**src/rtl/lag_check_sequencer_if.sv**
```systemverilog
// Bus between software registers and the lag check sequencer:
// control word and sync inputs in, readback registers out.
interface lag_check_sequencer_if #(
    parameter int CNT_WIDTH = 24
) ();
    logic [31:0]          ctrl_in;
    logic                 sync_ref;
    logic                 sync_dut;
    logic [CNT_WIDTH-1:0] lag_out;
    logic [CNT_WIDTH-1:0] lag_max_out;
    logic [31:0]          status_out;

    modport master (
        output ctrl_in, sync_ref, sync_dut,
        input  lag_out, lag_max_out, status_out
    );

    modport slave (
        input  ctrl_in, sync_ref, sync_dut,
        output lag_out, lag_max_out, status_out
    );
endinterface

```
**src/rtl/lag_check_sequencer.sv**
```systemverilog
// Measures cycles from a reference sync rising edge to a datapath sync rising
// edge; keeps last and maximum lag under software arm/clear/timeout control.
module lag_check_sequencer #(
    parameter int CNT_WIDTH    = 24,
    parameter int MCOUNT_WIDTH = 16
) (
    input  logic                  OPB_Clk,
    input  logic                  OPB_Rst,
    lag_check_sequencer_if.slave  bus
);
    typedef enum logic [2:0] {
        S_IDLE     = 3'd0,
        S_ARMED    = 3'd1,
        S_COUNTING = 3'd2,
        S_DONE     = 3'd3,
        S_TIMEOUT  = 3'd4
    } state_t;

    state_t                  state_r;
    logic [CNT_WIDTH-1:0]    cnt_r;
    logic [CNT_WIDTH-1:0]    lag_r;
    logic [CNT_WIDTH-1:0]    lag_max_r;
    logic [MCOUNT_WIDTH-1:0] mcount_r;
    logic                    done_r;
    logic                    timeout_r;
    logic                    sat_r;
    logic                    arm_q_r;
    logic                    ref_q_r;
    logic                    dut_q_r;

    logic                    arm_rise_s;
    logic                    ref_rise_s;
    logic                    dut_rise_s;
    logic                    clear_s;
    logic [32:0]             tmo_field_s;
    logic [CNT_WIDTH-1:0]    tmo_s;
    logic [CNT_WIDTH-1:0]    cnt_max_s;
    logic [CNT_WIDTH-1:0]    cnt_inc_s;
    logic [CNT_WIDTH-1:0]    lag_s;
    logic [CNT_WIDTH-1:0]    lag_max_nxt_s;
    logic                    tmo_hit_s;
    logic                    busy_s;
    logic [31:0]             mcount_ext_s;
    logic                    unused_ok_s;

    assign arm_rise_s  = bus.ctrl_in[0] & ~arm_q_r;
    assign ref_rise_s  = bus.sync_ref & ~ref_q_r;
    assign dut_rise_s  = bus.sync_dut & ~dut_q_r;
    assign clear_s     = bus.ctrl_in[1];
    // Widened by one bit so the unused upper slice is never empty at CNT_WIDTH=32.
    assign tmo_field_s = {9'd0, bus.ctrl_in[31:8]};
    assign tmo_s       = tmo_field_s[CNT_WIDTH-1:0];
    assign cnt_max_s   = {CNT_WIDTH{1'b1}};
    assign cnt_inc_s   = (cnt_r == cnt_max_s) ? cnt_r : cnt_r + {{(CNT_WIDTH-1){1'b0}}, 1'b1};
    assign tmo_hit_s   = (tmo_s != {CNT_WIDTH{1'b0}}) && (cnt_inc_s >= tmo_s);
    assign unused_ok_s = ^{bus.ctrl_in[7:2], tmo_field_s[32:CNT_WIDTH]};

    // Lag is the count including the dut edge cycle; zero when both edges coincide in ARMED.
    always_comb begin
        lag_s         = {CNT_WIDTH{1'b0}};
        lag_max_nxt_s = lag_max_r;
        if (state_r == S_COUNTING) begin
            lag_s = cnt_inc_s;
        end else begin
            lag_s = {CNT_WIDTH{1'b0}};
        end
        if (lag_s > lag_max_r) begin
            lag_max_nxt_s = lag_s;
        end else begin
            lag_max_nxt_s = lag_max_r;
        end
    end

    // Sequencer state, counters, results and flags.
    always_ff @(posedge OPB_Clk or posedge OPB_Rst) begin
        if (OPB_Rst) begin
            state_r   <= S_IDLE;
            cnt_r     <= {CNT_WIDTH{1'b0}};
            lag_r     <= {CNT_WIDTH{1'b0}};
            lag_max_r <= {CNT_WIDTH{1'b0}};
            mcount_r  <= {MCOUNT_WIDTH{1'b0}};
            done_r    <= 1'b0;
            timeout_r <= 1'b0;
            sat_r     <= 1'b0;
            arm_q_r   <= 1'b1;
            ref_q_r   <= 1'b0;
            dut_q_r   <= 1'b0;
        end else begin
            arm_q_r <= bus.ctrl_in[0];
            ref_q_r <= bus.sync_ref;
            dut_q_r <= bus.sync_dut;
            if (clear_s) begin
                state_r   <= S_IDLE;
                cnt_r     <= {CNT_WIDTH{1'b0}};
                lag_r     <= {CNT_WIDTH{1'b0}};
                lag_max_r <= {CNT_WIDTH{1'b0}};
                mcount_r  <= {MCOUNT_WIDTH{1'b0}};
                done_r    <= 1'b0;
                timeout_r <= 1'b0;
                sat_r     <= 1'b0;
            end else begin
                case (state_r)
                    S_IDLE: begin
                        done_r    <= 1'b0;
                        timeout_r <= 1'b0;
                        sat_r     <= 1'b0;
                        if (arm_rise_s) begin
                            state_r <= S_ARMED;
                        end
                    end
                    S_ARMED: begin
                        if (ref_rise_s && dut_rise_s) begin
                            state_r   <= S_DONE;
                            lag_r     <= lag_s;
                            lag_max_r <= lag_max_nxt_s;
                            mcount_r  <= mcount_r + {{(MCOUNT_WIDTH-1){1'b0}}, 1'b1};
                            done_r    <= 1'b1;
                        end else if (ref_rise_s) begin
                            state_r <= S_COUNTING;
                            cnt_r   <= {CNT_WIDTH{1'b0}};
                        end
                    end
                    S_COUNTING: begin
                        cnt_r <= cnt_inc_s;
                        if (cnt_r == cnt_max_s) begin
                            sat_r <= 1'b1;
                        end
                        // A dut edge on the timeout cycle still completes the measurement.
                        if (dut_rise_s) begin
                            state_r   <= S_DONE;
                            lag_r     <= lag_s;
                            lag_max_r <= lag_max_nxt_s;
                            mcount_r  <= mcount_r + {{(MCOUNT_WIDTH-1){1'b0}}, 1'b1};
                            done_r    <= 1'b1;
                        end else if (tmo_hit_s) begin
                            state_r   <= S_TIMEOUT;
                            timeout_r <= 1'b1;
                        end
                    end
                    S_DONE, S_TIMEOUT: begin
                        if (arm_rise_s) begin
                            state_r   <= S_ARMED;
                            done_r    <= 1'b0;
                            timeout_r <= 1'b0;
                            sat_r     <= 1'b0;
                        end
                    end
                    default: begin
                        state_r <= S_IDLE;
                    end
                endcase
            end
        end
    end

    assign busy_s         = (state_r == S_ARMED) || (state_r == S_COUNTING);
    assign mcount_ext_s   = 32'(mcount_r);
    assign bus.lag_out     = lag_r;
    assign bus.lag_max_out = lag_max_r;
    assign bus.status_out  = {mcount_ext_s[15:0], 9'd0, state_r, sat_r, timeout_r, done_r, busy_s};
endmodule

```
**src/flat_wrapper.sv**
```systemverilog
// flat-port wrapper written by rule: the top's interface ports become plain ports
module lag_check_sequencer_flat 
#(
    parameter int CNT_WIDTH    = 24,
    parameter int MCOUNT_WIDTH = 16
)
  (OPB_Clk, OPB_Rst, bus_ctrl_in, bus_sync_ref, bus_sync_dut, bus_lag_out, bus_lag_max_out, bus_status_out);
  lag_check_sequencer_if #(.CNT_WIDTH(CNT_WIDTH)) bus_i ();
  input  logic OPB_Clk;
  input  logic OPB_Rst;
  input wire logic [$bits(bus_i.ctrl_in)-1:0] bus_ctrl_in;
  input wire logic [$bits(bus_i.sync_ref)-1:0] bus_sync_ref;
  input wire logic [$bits(bus_i.sync_dut)-1:0] bus_sync_dut;
  output wire logic [$bits(bus_i.lag_out)-1:0] bus_lag_out;
  output wire logic [$bits(bus_i.lag_max_out)-1:0] bus_lag_max_out;
  output wire logic [$bits(bus_i.status_out)-1:0] bus_status_out;
  assign bus_i.ctrl_in = bus_ctrl_in;
  assign bus_i.sync_ref = bus_sync_ref;
  assign bus_i.sync_dut = bus_sync_dut;
  assign bus_lag_out = bus_i.lag_out;
  assign bus_lag_max_out = bus_i.lag_max_out;
  assign bus_status_out = bus_i.status_out;
  lag_check_sequencer #(.CNT_WIDTH(CNT_WIDTH), .MCOUNT_WIDTH(MCOUNT_WIDTH)) u_core (.OPB_Clk(OPB_Clk), .OPB_Rst(OPB_Rst), .bus(bus_i));
endmodule
```
**config.mk**
```make
export PLATFORM = sky130hd
export DESIGN_NAME = lag_check_sequencer_flat
export DESIGN_NICKNAME = d
export VERILOG_FILES = /design/src/rtl/lag_check_sequencer_if.sv /design/src/rtl/lag_check_sequencer.sv /design/src/flat_wrapper.sv
export SDC_FILE = /design/constraint.sdc
export NUM_CORES = 1
export LEC_CHECK = 0
export BUFFER_PORTS_ARGS = -buffer_cell sky130_fd_sc_hd__buf_2
export CAP_MARGIN = 10
export CORE_UTILIZATION = 45
export CTS_CLUSTER_SIZE = 24
export DETAILED_ROUTE_END_ITERATION = 7
export PLACE_DENSITY = 0.69
export SKIP_CTS_REPAIR_TIMING = 1
export SLEW_MARGIN = 15
export SYNTH_ARGS = -nofsm -noshare
export SYNTH_HDL_FRONTEND = slang
export SYNTH_SLANG_ARGS = --single-unit
```
**constraint.sdc**
```tcl
create_clock -name OPB_Clk -period 3.5 [get_ports OPB_Clk]
set_input_delay 0 -clock OPB_Clk [delete_from_list [all_inputs] [get_ports OPB_Clk]]
set_output_delay 0 -clock OPB_Clk [all_outputs]
set_load 0.02 [all_outputs]
```
==> impl_metrics.py, run 1 <==
metrics = {
    "timing": {
        "fin_crit_sh_pct": 106,
        "timing.final.ws_setup_ns": -0.212,
        "finalCriticalPeriod_ns": 3.71,
        "max-slew-margin-rel_pct": 32.5,
        "finalSetupViolations": 24,
        "timing.final.max_slew_violations": 0,
        "fmax_mhz": 269,
        "worst_clock_skew_ns": 0.0126,
        "worst_pin_slew_ns": 1.01,
        "rsz0062_at_grt": "true",
        "hold_violations": 0,
        "finalSetupTns_ns": -3.96,
    },
    "critical_path": {
        "criticalPathCategory": "reg -> reg",
        "required_ns": 3.73,
        "path_cells": "ha_4, nand3_4, nor3_4, buf_12, a31oi_4, nand4_1, xnor2_2, nor2b_2, ha_1, nand4_1, buf_4, nor4_4, buf_4, o31ai_2, a221o_1, buf_6, buf_12, nand3b_1, o21ai_1",
        "worstSetupStartpointType": "register",
        "cp_max_fo": 8,
        "critPathSlowestCell": "dfrtp_1",
        "crit_arrival_ns": 3.94,
        "end_kind": "register",
        "crit_path_max_incr_delay_ns": 0.42,
    },
    "die": {
        "start_util_pct": 46.3,
        "die_area_um2": 14200,
        "ios": 116,
        "fp-row-count": 42,
        "die_y_um": 119,
        "coreArea_um2": 13300,
        "die-width_um": 119,
    },
    "cts": {
        "cts_tree": "built",
        "cts_inserted_buffers": 9,
        "clock_path_buffers": 2,
        "cts.sinks": 97,
        "clock_latency_ns": 0.36,
        "cts_root_buf": "clkbuf_16",
        "cts.clk_slew.worst_paths_ns": 0.07,
        "h-tree-depth": 3,
    },
    "power": {
        "finalPower_w": 0.00288,
        "sequentialPowerShare_pct": 40.3,
        "power.density_nw_per_um2": 362,
        "switching_share_pct": 31.1,
        "pwr-share-clk_pct": 35.8,
        "internal-power_w": 0.00198,
        "vdd.ir_drop.worst_v": 0.000236,
        "p_comb_share_pct": 23.8,
        "switchingPower_w": 0.000894,
        "leakagePower_nw": 4.13,
    },
    "placed_design": {
        "dp.cells": 1015,
        "gp_congestion": 0.923,
        "port_buffers": 100,
        "dpl_cell_area_um2": 7350,
        "dpl.hpwl_um": 12800,
    },
    "logic_synthesis": {
        "synth-edff-count": 0,
        "muxShareOfSynthArea_pct": 1.34,
        "yosysSeqAreaShare_pct": 39.4,
        "synth_largest_area_cell": "dfrtp_1",
        "synth_top_family_by_area": "simple AND/OR/NAND/NOR gates",
        "synthAdderAreaFrac_pct": 10.2,
        "avgSynthCellArea_um2": 8.94,
        "yosysMostFrequentCell": "nand2_1",
        "synth_cell_types": 63,
        "ys.warnings.count": 0,
        "synth_seq_cells": 97,
        "synthTopCellsByArea": "dfrtp_1 39%, ha_1 10%, nand2_1 6.8%",
        "synthesis.area_um2": 6160,
        "synth-compound-area-share_pct": 11.7,
        "netlist.area_leader.share_pct": 39.0,
        "synth_xor_area_share_pct": 4.92,
        "synth_common_cells": "111 x nand2_1, 96 x dfrtp_1, 55 x inv_1, 50 x ha_1",
        "async_reset_ff_share_pct": 100,
        "syn-instance-count": 689,
        "ys_dominant_reg_cell": "dfrtp_1",
        "yosys.area_share.simple_pct": 25.4,
    },
    "detailed_routing": {
        "num_vias": 5629,
        "first_pass_iters": 7,
        "wl_um": 17500,
        "ant_nets": 0,
        "viasPerCell": 5.38,
        "wl_per_cell_um": 16.8,
        "first_iter_violations": 340,
        "drc": 0,
    },
    "global_routing": {
        "overflow": 0,
        "grt_max_degree": 81,
        "grt_pass1_wl_um": 27300,
        "grt_usage_pct": 24.7,
        "grt_pass1_vias": 5486,
        "antenna_found_initial": 0,
    },
    "cells_and_area": {
        "finalNonFillerCells": 1046,
        "areaGrowthSynthToFinish_pct": 29.0,
        "post-route-util_pct": 59.7,
        "fin_area_um2": 7940,
        "n_antenna_cell": 0,
        "nets": 951,
        "drive_above_1_share_pct": 30.2,
        "fillerInstances": 1159,
    },
    "min_path": {
        "min_path_type": "in -> reg",
    },
    "outcome": {
        "violations": "setup timing",
        "status": "complete, but fails checks",
    },
    "job": {
        "cap_violations": 0,
    },
}
routing by layer:
metal | up-vias | GRT usage [%] | part of all wire, %
met5 | - | 0 | 0
met4 | 0 | 10.9 | 2.8
met1 | 2711 | 32.9 | 45
met2 | 180 | 39.7 | 47
met3 | 32 | 4.02 | 4.8
li1 | 2706 | - | -
area by class of cell:
type	count	area (um2)	area share [%]
Multi-Input combinational cell	505	3450	43.5
Inverter	55	209	2.63
Tap cell	176	220	2.77
Timing Repair Buffer	197	1330	16.7
Clock buffer	11	243	3.06
Sequential cell	97	2430	30.6
Clock inverter	5	63.8	0.803
sequential cells by signal (all words and copies together), names as in the netlist:
name                    flops
u_core.timeout_r            1
u_core.cnt_r               24
u_core.bus.lag_out         24
u_core.state_r              3
u_core.dut_q_r              1
u_core.sat_r                1
u_core.mcount_r            16
u_core.done_r               1
u_core.bus.lag_max_out     24
u_core.ref_q_r              1
u_core.arm_q_r              1
power by group through the flow:
stage          logic, W  registers (W)  clock network, W
3_3_place_gp   0.000571        0.00118                 0
4_1_cts        0.000587        0.00116           0.00104
6_report       0.000686        0.00116           0.00103
2_1_floorplan  0.000380        0.00120                 0
5_1_grt        0.000744        0.00116           0.00109
3_5_place_dp   0.000584        0.00118                 0
cell families (layout without fill, tap and decap cells):
kind of cell	Yosys count	in the layout
compound gates	116	116
xor+xnor	32	32
fa+ha+maj	50	50
buf+inv	95	268
flops	97	97
mux	6	6
other cells	1	9
simple gates	292	292
stage by stage:
step	setup WS, ns	hold WS [ns]
after floorplan	-0.0219	0.00448
after global placement	-0.0816	0.115
after detailed placement	-0.151	0.119
after CTS	-0.203	-0.263
after global routing	-0.353	0.0882
final	-0.212	0.0680
placed cells by master, fill, tap and decap left out, types with 3 or more instances in the layout:
master and n:
nand3b_1 23, o21a_1 3, dlygate4sd3_1 4, nor2b_2 3, inv_1 54, nand3_1 22
nand4_1 18, o21ai_0 10, nor3_1 3, nor3_2 6, mux2_2 3, nor2b_1 20
nand2_1 111, o21ai_2 3, ha_1 49, and4_1 3, and3_1 8, a21oi_1 27
xnor2_1 9, nor4_1 6, buf_4 86, conb_1 9, xor2_1 18, dfrtp_1 96
clkbuf_16 12, xor2_2 3, nand2b_1 6, nor2_2 4, o21ai_1 40, o31ai_2 3
nor2_1 40, a21o_1 6, buf_2 100
critical path, delay by kind of cell, from the launching register on:
family	cells	cell delay, ns
xor gates and xnor gates	1	0.19
DFF	1	0.42
buffers and inverters	5	0.85
AOI/OAI and AO/OA	4	0.71
adders and majority gates	2	0.49
and+or+nand+nor	7	0.93
path summary, 6_finish.rpt:
| check | startpoint | to | slack, ns | cells past startpoint |
|---|---|---|---|---|
| max | u_core.cnt_r[0]$_DFFE_PP0P_ | u_core.bus.lag_max_out[19]$_DFFE_PP0P_ | -0.21 | 19 |
| min | bus_ctrl_in[1] | u_core.mcount_r[2]$_DFFE_PP0P_ | 0.07 | 2 |
| max reg2reg | u_core.cnt_r[0]$_DFFE_PP0P_ | u_core.bus.lag_max_out[19]$_DFFE_PP0P_ | -0.21 | 19 |
| min reg2reg | u_core.bus.lag_out[22]$_DFFE_PP0P_ | u_core.bus.lag_out[22]$_DFFE_PP0P_ | 0.47 | 2 |
| max in group asynchronous | OPB_Rst | u_core.cnt_r[11]$_DFFE_PP0P_ | 2.25 | 4 |
| min in group asynchronous | OPB_Rst | u_core.bus.lag_out[21]$_DFFE_PP0P_ | 0.43 | 3 |
(Power assumes the default switching activity.)
==> run 2: changes to the inputs <==
Settings changed: PLACE_DENSITY 0.69 to 0.67.
Clock period 3.5 ns to 4.7 ns, I/O delays scaled along.
==> run 2 against run 1 <==
  * The flow now finishes without violations
  * Wire length is 11% lower
  * First-iteration DRC count is 0.88% lower
  * Largest cell class unchanged
  * Setup slack better by 0.71 ns
  * Core utilization is 5.9 points lower
  * Highest routed layer unchanged
==> impl_metrics.py, run 2 (synthesized netlist as in run 1, its figures left out) <==
metrics = {
    "outcome": {
        "status": "finished clean",
    },
    "global_routing": {
        "grt_usage_pct": 23.3,
        "grt_pass1_vias": 5133,
        "grt_pass1_wl_um": 25800,
        "antenna_found_initial": 0,
        "grt_max_degree": 68,
        "overflow": 0,
    },
    "cts": {
        "cts.sinks": 97,
        "clock_path_buffers": 2,
        "cts_root_buf": "clkbuf_16",
        "h-tree-depth": 3,
        "cts_inserted_buffers": 9,
        "cts_tree": "built",
        "clock_latency_ns": 0.36,
        "cts.clk_slew.worst_paths_ns": 0.07,
    },
    "timing": {
        "finalSetupTns_ns": 0,
        "fmax_mhz": 238,
        "finalSetupViolations": 0,
        "worst_clock_skew_ns": 0.0111,
        "worst_pin_slew_ns": 1.07,
        "max-slew-margin-rel_pct": 28.8,
        "rsz0062_at_grt": "false",
        "timing.final.max_slew_violations": 0,
        "fin_crit_sh_pct": 89.3,
        "hold_violations": 0,
        "finalCriticalPeriod_ns": 4.20,
    },
    "cells_and_area": {
        "fillerInstances": 1268,
        "areaGrowthSynthToFinish_pct": 16.2,
        "final-seq-area_um2": 2430,
        "finalNonFillerCells": 963,
        "final_common_cell": "nand2_1",
        "nets": 868,
        "drive_above_1_share_pct": 21.3,
        "multiInputGateArea_um2": 3350,
        "n_antenna_cell": 0,
        "layout_common_cells": "111 x nand2_1, 100 x buf_2, 96 x dfrtp_1",
    },
    "placed_design": {
        "dpl.hpwl_um": 11600,
        "port_buffers": 100,
        "gp_congestion": 0.832,
        "dp.cells": 943,
    },
    "critical_path": {
        "r2r-end": "u_core.bus.lag_max_out[15]$_DFFE_PP0P_",
        "crit_arrival_ns": 4.48,
        "criticalPathCategory": "reg -> reg",
        "required_ns": 4.98,
        "worstReg2RegStart": "u_core.cnt_r[3]$_DFFE_PP0P_",
        "regToRegSetupSlack_ns": 0.50,
        "worstSetupStartpointType": "register",
        "cp_max_fo": 22,
        "worstRegToRegCells": 15,
        "end_kind": "register",
    },
    "die": {
        "coreArea_um2": 13300,
        "fp-row-count": 42,
        "start_util_pct": 46.3,
        "die-width_um": 119,
        "ios": 116,
        "die_area_um2": 14200,
        "die_y_um": 119,
    },
    "power": {
        "leakagePower_nw": 3.65,
        "power.density_nw_per_um2": 294,
        "vdd.ir_drop.worst_v": 0.000163,
    },
    "detailed_routing": {
        "viasPerCell": 5.34,
        "ant_nets": 0,
        "first_iter_violations": 337,
        "wl_per_cell_um": 16.2,
        "first_pass_iters": 5,
        "wl_um": 15600,
        "drc": 0,
        "num_vias": 5147,
    },
    "min_path": {
        "min_path_type": "in -> async",
    },
    "job": {
        "cap_violations": 0,
    },
}
[run 2: cell count changes in the layout (fill, tap and decap cells not counted), moves of 2 or more]
cell and change:
xnor2_1 +2, buf_12 -2, clkbuf_16 -3, xnor2_2 -2, nor4_1 +2, buf_4 -76, inv_6 +2, nand3_1 +2
nor2b_2 -3, nor2b_1 +3
[run 2: power breakdown]
| part | switching (W) | internal [W] |
|---|---|---|
| clock network | 0.000347 | 0.000488 |
| registers | 0.0000339 | 0.000851 |
| logic | 0.000261 | 0.000121 |
[run 2: worst max-delay path by stage]
stage	cells after the start	startpoint	endpoint	slack, ns
after global routing	17	u_core.cnt_r[1]$_DFFE_PP0P_	u_core.bus.lag_max_out[21]$_DFFE_PP0P_	0.14
after detailed placement	17	u_core.cnt_r[1]$_DFFE_PP0P_	u_core.bus.lag_max_out[15]$_DFFE_PP0P_	0.30
final	15	u_core.cnt_r[3]$_DFFE_PP0P_	u_core.bus.lag_max_out[15]$_DFFE_PP0P_	0.50
after global placement	17	u_core.cnt_r[1]$_DFFE_PP0P_	u_core.bus.lag_max_out[13]$_DFFE_PP0P_	0.53
after CTS	17	u_core.cnt_r[1]$_DFFE_PP0P_	u_core.bus.lag_max_out[15]$_DFFE_PP0P_	0.24
after floorplan	14	u_core.cnt_r[1]$_DFFE_PP0P_	u_core.bus.lag_max_out[16]$_DFFE_PP0P_	1.17
[run 2: cell type report]
type,instances,area share (%)
inverters,55,2.92
multi-input cells,505,46.8
clock buffers,10,3.34
repair buffers,114,8.60
well taps,176,3.08
clock inverters,6,1.33
flip-flops and latches,97,33.9
[run 2: stage by stage]
stage               hold slack (ns)  utilization [%]  worst slack [ns]  power, W  area [um2]
global route                  0.246             53.8             0.143   0.00219        7160
finish                        0.197             53.8             0.502   0.00210        7160
CTS                          -0.355             53.5             0.240   0.00212        7110
global placement             0.0222             51.0             0.528   0.00126        6780
detailed placement           0.0262             51.0             0.296   0.00128        6780
floorplan                   0.00448                -              1.17   0.00117        6190
[run 2: worst max-delay path, cell delays in order, from the launching register on]
cell	delay (ns)
dfrtp_1	0.50
nand4_4	0.22
nor2_1	0.50
nand2_1	0.13
nor3_2	0.20
xor2_1	0.32
nor2b_1	0.21
ha_1	0.28
nand4_1	0.14
nor3_1	0.07
a221o_1	0.38
a211oi_2	0.33
a221o_2	0.33
buf_4	0.29
nand3b_1	0.11
o21ai_1	0.08
[run 2: routing by layer]
layer / vias up / track usage, % / share of wire (%)
met1: 2464 / 31.4 / 47
met4: 0 / 9.49 / 2.3
met2: 129 / 37.8 / 47
met3: 22 / 3.30 / 3.7
met5: - / 0 / 0
li1: 2532 / - / -
